<file path="config.mk">
export PLATFORM = sky130hd
export DESIGN_NAME = imem_loader
export DESIGN_NICKNAME = d
export VERILOG_FILES = /design/src/rtl/imem_loader.sv
export SDC_FILE = /design/constraint.sdc
export NUM_CORES = 1
export LEC_CHECK = 0
export CELL_PAD_IN_SITES_DETAIL_PLACEMENT = 1
export CELL_PAD_IN_SITES_GLOBAL_PLACEMENT = 1
export CORE_UTILIZATION = 33
export CTS_CLUSTER_SIZE = 10
export DETAILED_ROUTE_END_ITERATION = 6
export GPL_TIMING_DRIVEN = 0
export MAX_ROUTING_LAYER = met4
export PLACE_DENSITY = 0.81
export SKIP_CTS_REPAIR_TIMING = 1
export SLEW_MARGIN = 20
export SYNTH_ARGS = -nofsm -noshare
export SYNTH_HDL_FRONTEND = slang
export SYNTH_SLANG_ARGS = --single-unit
</file>
<file path="constraint.sdc">
create_clock -name CLK -period 1.5 [get_ports CLK]
set_input_delay 0.225 -clock CLK [delete_from_list [all_inputs] [get_ports CLK]]
set_output_delay 0.225 -clock CLK [all_outputs]
set_load 0.05 [all_outputs]
</file>
<file path="src/rtl/imem_loader.sv">
// Boot loader: assembles big-endian words from a byte stream and writes them into instruction memory.
// Latency: Start->ByteReady 1 cycle; 4th byte->WrEn 1 cycle; checksum byte->Done/Error 1 cycle.
// Backpressure: ByteReady is high only in RECV/CSUM; gaps in ByteValid stall the loader indefinitely.
module imem_loader #(
    parameter int WIDTH = 32,
    parameter int DEPTH = 100,
    parameter int CNT_W = 8
) (
    input  logic             CLK,
    input  logic             RST,
    input  logic             Loader_Start,
    input  logic [CNT_W-1:0] Loader_WordCount,
    input  logic [7:0]       Loader_Byte,
    input  logic             Loader_ByteValid,
    output logic             Loader_ByteReady,
    output logic             Loader_WrEn,
    output logic [WIDTH-1:0] Loader_WrAddr,
    output logic [WIDTH-1:0] Loader_WrData,
    output logic             Loader_CpuHold,
    output logic             Loader_Done,
    output logic             Loader_Error
);

    localparam logic [CNT_W-1:0] DEPTH_C = CNT_W'(DEPTH);

    typedef enum logic [2:0] {
        S_IDLE  = 3'd0,
        S_RECV  = 3'd1,
        S_WRITE = 3'd2,
        S_CSUM  = 3'd3,
        S_DONE  = 3'd4,
        S_ERROR = 3'd5
    } state_t;

    state_t           state_q, state_d;
    logic [CNT_W-1:0] count_q;
    logic [CNT_W-1:0] word_idx_q;
    logic [1:0]       byte_idx_q;
    logic [23:0]      shift_q;
    logic [7:0]       xor_q;
    logic [WIDTH-1:0] wr_addr_q;
    logic [WIDTH-1:0] wr_data_q;

    // Start is only honoured when no load is in flight.
    logic start_ok;
    logic count_bad;
    logic accept;

    assign start_ok  = Loader_Start && (state_q == S_IDLE || state_q == S_DONE || state_q == S_ERROR);
    assign count_bad = (Loader_WordCount == '0) || (Loader_WordCount > DEPTH_C);
    assign accept    = Loader_ByteValid && Loader_ByteReady;

    // State register.
    always_ff @(posedge CLK) begin
        if (RST) state_q <= S_IDLE;
        else     state_q <= state_d;
    end

    // Next-state logic and state-decoded outputs.
    always_comb begin
        state_d          = state_q;
        Loader_ByteReady = 1'b0;
        Loader_WrEn      = 1'b0;
        Loader_CpuHold   = 1'b1;
        Loader_Done      = 1'b0;
        Loader_Error     = 1'b0;
        case (state_q)
            S_IDLE, S_DONE, S_ERROR: begin
                Loader_Done    = (state_q == S_DONE);
                Loader_Error   = (state_q == S_ERROR);
                Loader_CpuHold = (state_q != S_DONE);
                if (start_ok) state_d = count_bad ? S_ERROR : S_RECV;
            end
            S_RECV: begin
                Loader_ByteReady = 1'b1;
                if (accept && byte_idx_q == 2'd3) state_d = S_WRITE;
            end
            S_WRITE: begin
                Loader_WrEn = 1'b1;
                state_d = (word_idx_q + CNT_W'(1) == count_q) ? S_CSUM : S_RECV;
            end
            S_CSUM: begin
                Loader_ByteReady = 1'b1;
                if (accept) state_d = (Loader_Byte == xor_q) ? S_DONE : S_ERROR;
            end
            default: state_d = S_IDLE;
        endcase
    end

    // Datapath: count latch, byte assembly, running XOR and write-port registers.
    always_ff @(posedge CLK) begin
        if (RST) begin
            count_q    <= '0;
            word_idx_q <= '0;
            byte_idx_q <= '0;
            shift_q    <= '0;
            xor_q      <= '0;
            wr_addr_q  <= '0;
            wr_data_q  <= '0;
        end else if (start_ok) begin
            // A bad count leaves the stale count latched; it is never used from ERROR.
            if (!count_bad) count_q <= Loader_WordCount;
            word_idx_q <= '0;
            byte_idx_q <= '0;
            shift_q    <= '0;
            xor_q      <= '0;
        end else if (state_q == S_RECV && accept) begin
            shift_q    <= {shift_q[15:0], Loader_Byte};
            xor_q      <= xor_q ^ Loader_Byte;
            byte_idx_q <= byte_idx_q + 2'd1;
            if (byte_idx_q == 2'd3) begin
                wr_data_q <= {shift_q, Loader_Byte};
                wr_addr_q <= WIDTH'({word_idx_q, 2'b00});
            end
        end else if (state_q == S_WRITE) begin
            word_idx_q <= word_idx_q + CNT_W'(1);
        end
    end

    assign Loader_WrAddr = wr_addr_q;
    assign Loader_WrData = wr_data_q;

endmodule

</file>
==> metrics list <==
- In this run the critical register-to-register path is captured at count_q[6].
- RR Startpoint: state_q[2]
- The routed design could run at a clock period as short as ~1.7 ns.
- The first global-routing pass estimated approximately 17,000 um of wire.
* Number of flip-flops and latches in the synthesized netlist: a little over 90
- Count of max-cap constraint violations: 0
- Port buffering added between 60 and 70 buffers.
- Startpoint type of the worst setup path: flip-flop
* Final count of negative-setup-slack endpoints: 67
- For this run, the post-layout net count is between 600 and 700.
* Residual DRC count: 0
- Number of instances in the synthesized netlist: 484
- Number of flops mapped to enable cells by yosys: 0
- In this run, distinct cell masters in the synthesized netlist total between 40 and 50.
* Arrival time worst endpoint: between 1 and 1.5 ns
- Share of async-settable or async-resettable flops after synthesis: 0%
- The number of antenna diodes in the final layout is 0.
* Worst Slack Setup Final: -0.216 ns
* Yosys warnings: 0
* Cell with the largest stage delay on the worst path: sky130_fd_sc_hd__or3b_4
* Multiplexer fraction of the synthesized cell area: ~2.1%
- Most frequent cells in the layout: sky130_fd_sc_hd__nand2_1 (126), sky130_fd_sc_hd__dfxtp_1 (87), sky130_fd_sc_hd__a21oi_1 (72), sky130_fd_sc_hd__buf_4 (46), sky130_fd_sc_hd__dlymetal6s2s_1 (46)
- Cells fill between 40% and 50% of the core in the end.
* Worst hold path endpoint: count_q[4]
* Wirelength per Cell: roughly 17 um
- In this run the vertical extent of the chip is 111 um.
- The worst hold path begins at Loader_WordCount[4].
- Final max-slew violation count: 0
- Slew headroom: between 50% and 60%
* Post-synth design cell area: just under 4000 sq um
* Path type of the worst setup path: flip-flop to output pin
- For this run, the total global-route usage over all layers was measured as a little under a fifth.
- Starting DRT DRC Count: 101
- Worst EP required: approximately 1.3 ns
* Setup repair after global routing missed its margin: yes
- Once detail routing completed, the nets flagged for antenna violations numbered 0.
- Number of H-tree levels: 3
* Most common cell after layout, fill and taps aside: sky130_fd_sc_hd__nand2_1
* Overall power of the completed layout: about 5.6 mW
* Post-synthesis simple-gate area fraction: approximately 22%
- Vias after detailed routing: 3,651
- The worst setup path is captured at an output pin.
* Worst hold path stage count: 3
- Fin area: roughly 5700 sq um
- R2r setup slk: -0.21 ns
* Clock transition at the registers of the reported paths: ~0.07 ns
- Routability-driven placement finished with a final weighted congestion of approximately 0.79.
* Detailed-route wire length on metal 1: between 5000 and 6000 um
- Initial antenna violation count: 0
- Maximum number of pins on one net before global-route repair: 17
- Once the floorplan was initialized, standard cells occupied ~34% of the core.
- The root buffer cell chosen for the clock tree is sky130_fd_sc_hd__clkbuf_16.
* Actual slew at the worst max-slew pin: around 0.61 ns
* Dominant synthesized flop cell: sky130_fd_sc_hd__dfxtp_1
* Status: complete, but fails checks
- Power density over cell area: between 900 and 1000 nW/um^2
* Met2 WL post-DR: roughly 6400 um
* Buffers from clock root to sink, at most: 2
* Worst-case vdd ir drop: 516 uV
* Critical path peak fanout: 6
- Crit-path max cell delay: between 0.4 and 0.5 ns
* Maximum clock rate: approximately 600 MHz
- Summing the areas of all fa, ha and maj instances in the mapped netlist gives less than 1% of the synthesized area.
- Width of the die: 111 um
* Violated checks: setup timing
- Total routed wirelength: between 10,000 and 15,000 um
* Number of global-route vias before repair: 3,576
* GRT Residual Overflow: 0
- Summing the areas of all xor and xnor instances in the mapped netlist gives between 7 and 8% of the synthesized area.
* Clock latency on the worst-skew pair: between 0.3 and 0.4 ns
* Clk_skew: 0.00540 ns
- Number of top-level pins: approximately 90
- Cells with a size suffix above 1 make up between 20% and 30% of the layout.
- Lkg Pwr: ~2.9 nW
- Final hold vios: 0
- The synthesized netlist devotes between 10% and 20% of its cell area to compound gates.
- Die ar.: about 12,000 sq um
* FF-to-FF path depth: 6
- Final critical-path share of the clock period: 114%
- Detailed Routing Iterations Pass 1: 4
* Area grow syn2layout: 46.2%
* Post-placement cell area: approximately 4800 sq um
- Type of the worst min-delay path: primary input to flip-flop
- Floorplan Core Area: between 10,000 and 15,000 sq um
* FP Rows: 39
- WL met3: around 390 um
* Crit-path cells: buf_6, or3b_4, clkinvlp_4, buf_8
- The share of the Yosys chip area taken by registers is approximately 48%.
* Drt via density: roughly 4.9
- Counting the buffers created by CTS gives 9.
* Top sig layer: met4
* Mean Syn Cell Area: approximately 8.1 sq um
- The tree built by TritonCTS fans out to 93 sinks.
- Summed over all nets, the half-perimeter wirelength after detailed placement is between 7000 and 8000 um.
* Combinational family with the most area after synthesis: simple AND/OR/NAND/NOR gates
- TritonCTS built the clock tree.
## cell type report
| cell class | instances | area (sq um) |
|---|---|---|
| tap | 143 | 179 |
| fill | 1334 | 5740 |
| inverter | 5 | 32.5 |
| multi-input combinational | 355 | 1970 |
| clock inverter | 6 | 71.3 |
| timing repair buffer | 85 | 962 |
| sequential | 93 | 1880 |
| clock buffer | 10 | 229 |
| buffer | 51 | 397 |
## worst max-delay path by stage
stage / start / cells past startpoint / to / slack [ns]
finish: state_q[1] / 4 / Loader_Done / -0.22
global route: state_q[2] / 6 / count_q[6] / -0.28
CTS: state_q[1] / 4 / Loader_Done / -1.02
detailed placement: Loader_ByteValid / 7 / Loader_WrAddr[7] / -0.78
global placement: Loader_ByteValid / 7 / Loader_WrData[23] / -0.67
floorplan: state_q[1] / 3 / Loader_Done / -0.10
## cell usage after synthesis, types with 2 or more instances
| cell type | n | area share (%) |
|---|---|---|
| sky130_fd_sc_hd__nand3_1 | 6 | 0.77 |
| sky130_fd_sc_hd__nor2_1 | 25 | 2.4 |
| sky130_fd_sc_hd__clkbuf_1 | 19 | 1.8 |
| sky130_fd_sc_hd__nand2_1 | 143 | 14 |
| sky130_fd_sc_hd__nand4_1 | 4 | 0.64 |
| sky130_fd_sc_hd__xor2_1 | 16 | 3.6 |
| sky130_fd_sc_hd__or3_1 | 2 | 0.32 |
| sky130_fd_sc_hd__nand2b_1 | 3 | 0.48 |
| sky130_fd_sc_hd__and3_1 | 2 | 0.32 |
| sky130_fd_sc_hd__buf_1 | 2 | 0.19 |
| sky130_fd_sc_hd__mux2i_1 | 7 | 1.8 |
| sky130_fd_sc_hd__o21ai_0 | 5 | 0.64 |
| sky130_fd_sc_hd__buf_4 | 24 | 4.6 |
| sky130_fd_sc_hd__ha_1 | 2 | 0.64 |
| sky130_fd_sc_hd__xnor2_1 | 17 | 3.8 |
| sky130_fd_sc_hd__buf_2 | 8 | 1.0 |
| sky130_fd_sc_hd__nand3b_1 | 2 | 0.38 |
| sky130_fd_sc_hd__nor2b_1 | 2 | 0.32 |
| sky130_fd_sc_hd__and3b_1 | 2 | 0.45 |
| sky130_fd_sc_hd__nor3_1 | 3 | 0.38 |
| sky130_fd_sc_hd__dfxtp_1 | 93 | 48 |
| sky130_fd_sc_hd__inv_1 | 3 | 0.29 |
| sky130_fd_sc_hd__a21oi_1 | 74 | 9.5 |
## flip-flops by register name, summed over array words and instances (netlist names)
signal / count
Loader_WrAddr: 8
state_q: 3
count_q: 8
xor_q: 8
shift_q: 24
byte_idx_q: 2
word_idx_q: 8
Loader_WrData: 32
## cell families (layout without fill, tap and decap cells)
kind of cell / after synthesis / count (layout)
adders and majority gates: 3 / 3
AOI/OAI and AO/OA: 86 / 86
other: 1 / 24
buffers and inverters: 59 / 157
xor gates and xnor gates: 33 / 33
muxes: 8 / 8
DFF: 93 / 93
and+or+nand+nor: 201 / 201
## through the flow
step	hold slack [ns]	instances	setup TNS, ns	setup WS, ns
2_1_floorplan	0.361	507	-0.219	-0.104
3_3_place_gp	0.446	713	-48.42	-0.667
3_5_place_dp	0.452	713	-54.88	-0.781
4_1_cts	0.388	729	-40.72	-1.02
5_1_grt	0.245	748	-8.54	-0.279
6_report	0.217	748	-3.19	-0.216
## metal layers
metal,vias to the layer above,global-route usage (%)
li1,1767,-
met1,1785,20.4
met2,76,32.8
met3,23,3.06
met4,0,6.13
met5,-,-
## report_power, final
group / internal, mW / switching [mW] / total [mW] / leakage, nW
sequential: 2.50 / 0.0444 / 2.54 / 0.754
clock: 1.31 / 1.01 / 2.32 / 0.139
combinational: 0.304 / 0.482 / 0.785 / 1.97
total: 4.11 / 1.54 / 5.64 / 2.87
## critical path, delay by kind of cell (launching register included)
kind | cells | cell delay [ns]
buffers and inverters | 3 | 0.36
and+or+nand+nor | 1 | 0.42
DFF | 1 | 0.37
Power figures use the tool's default switching activity.
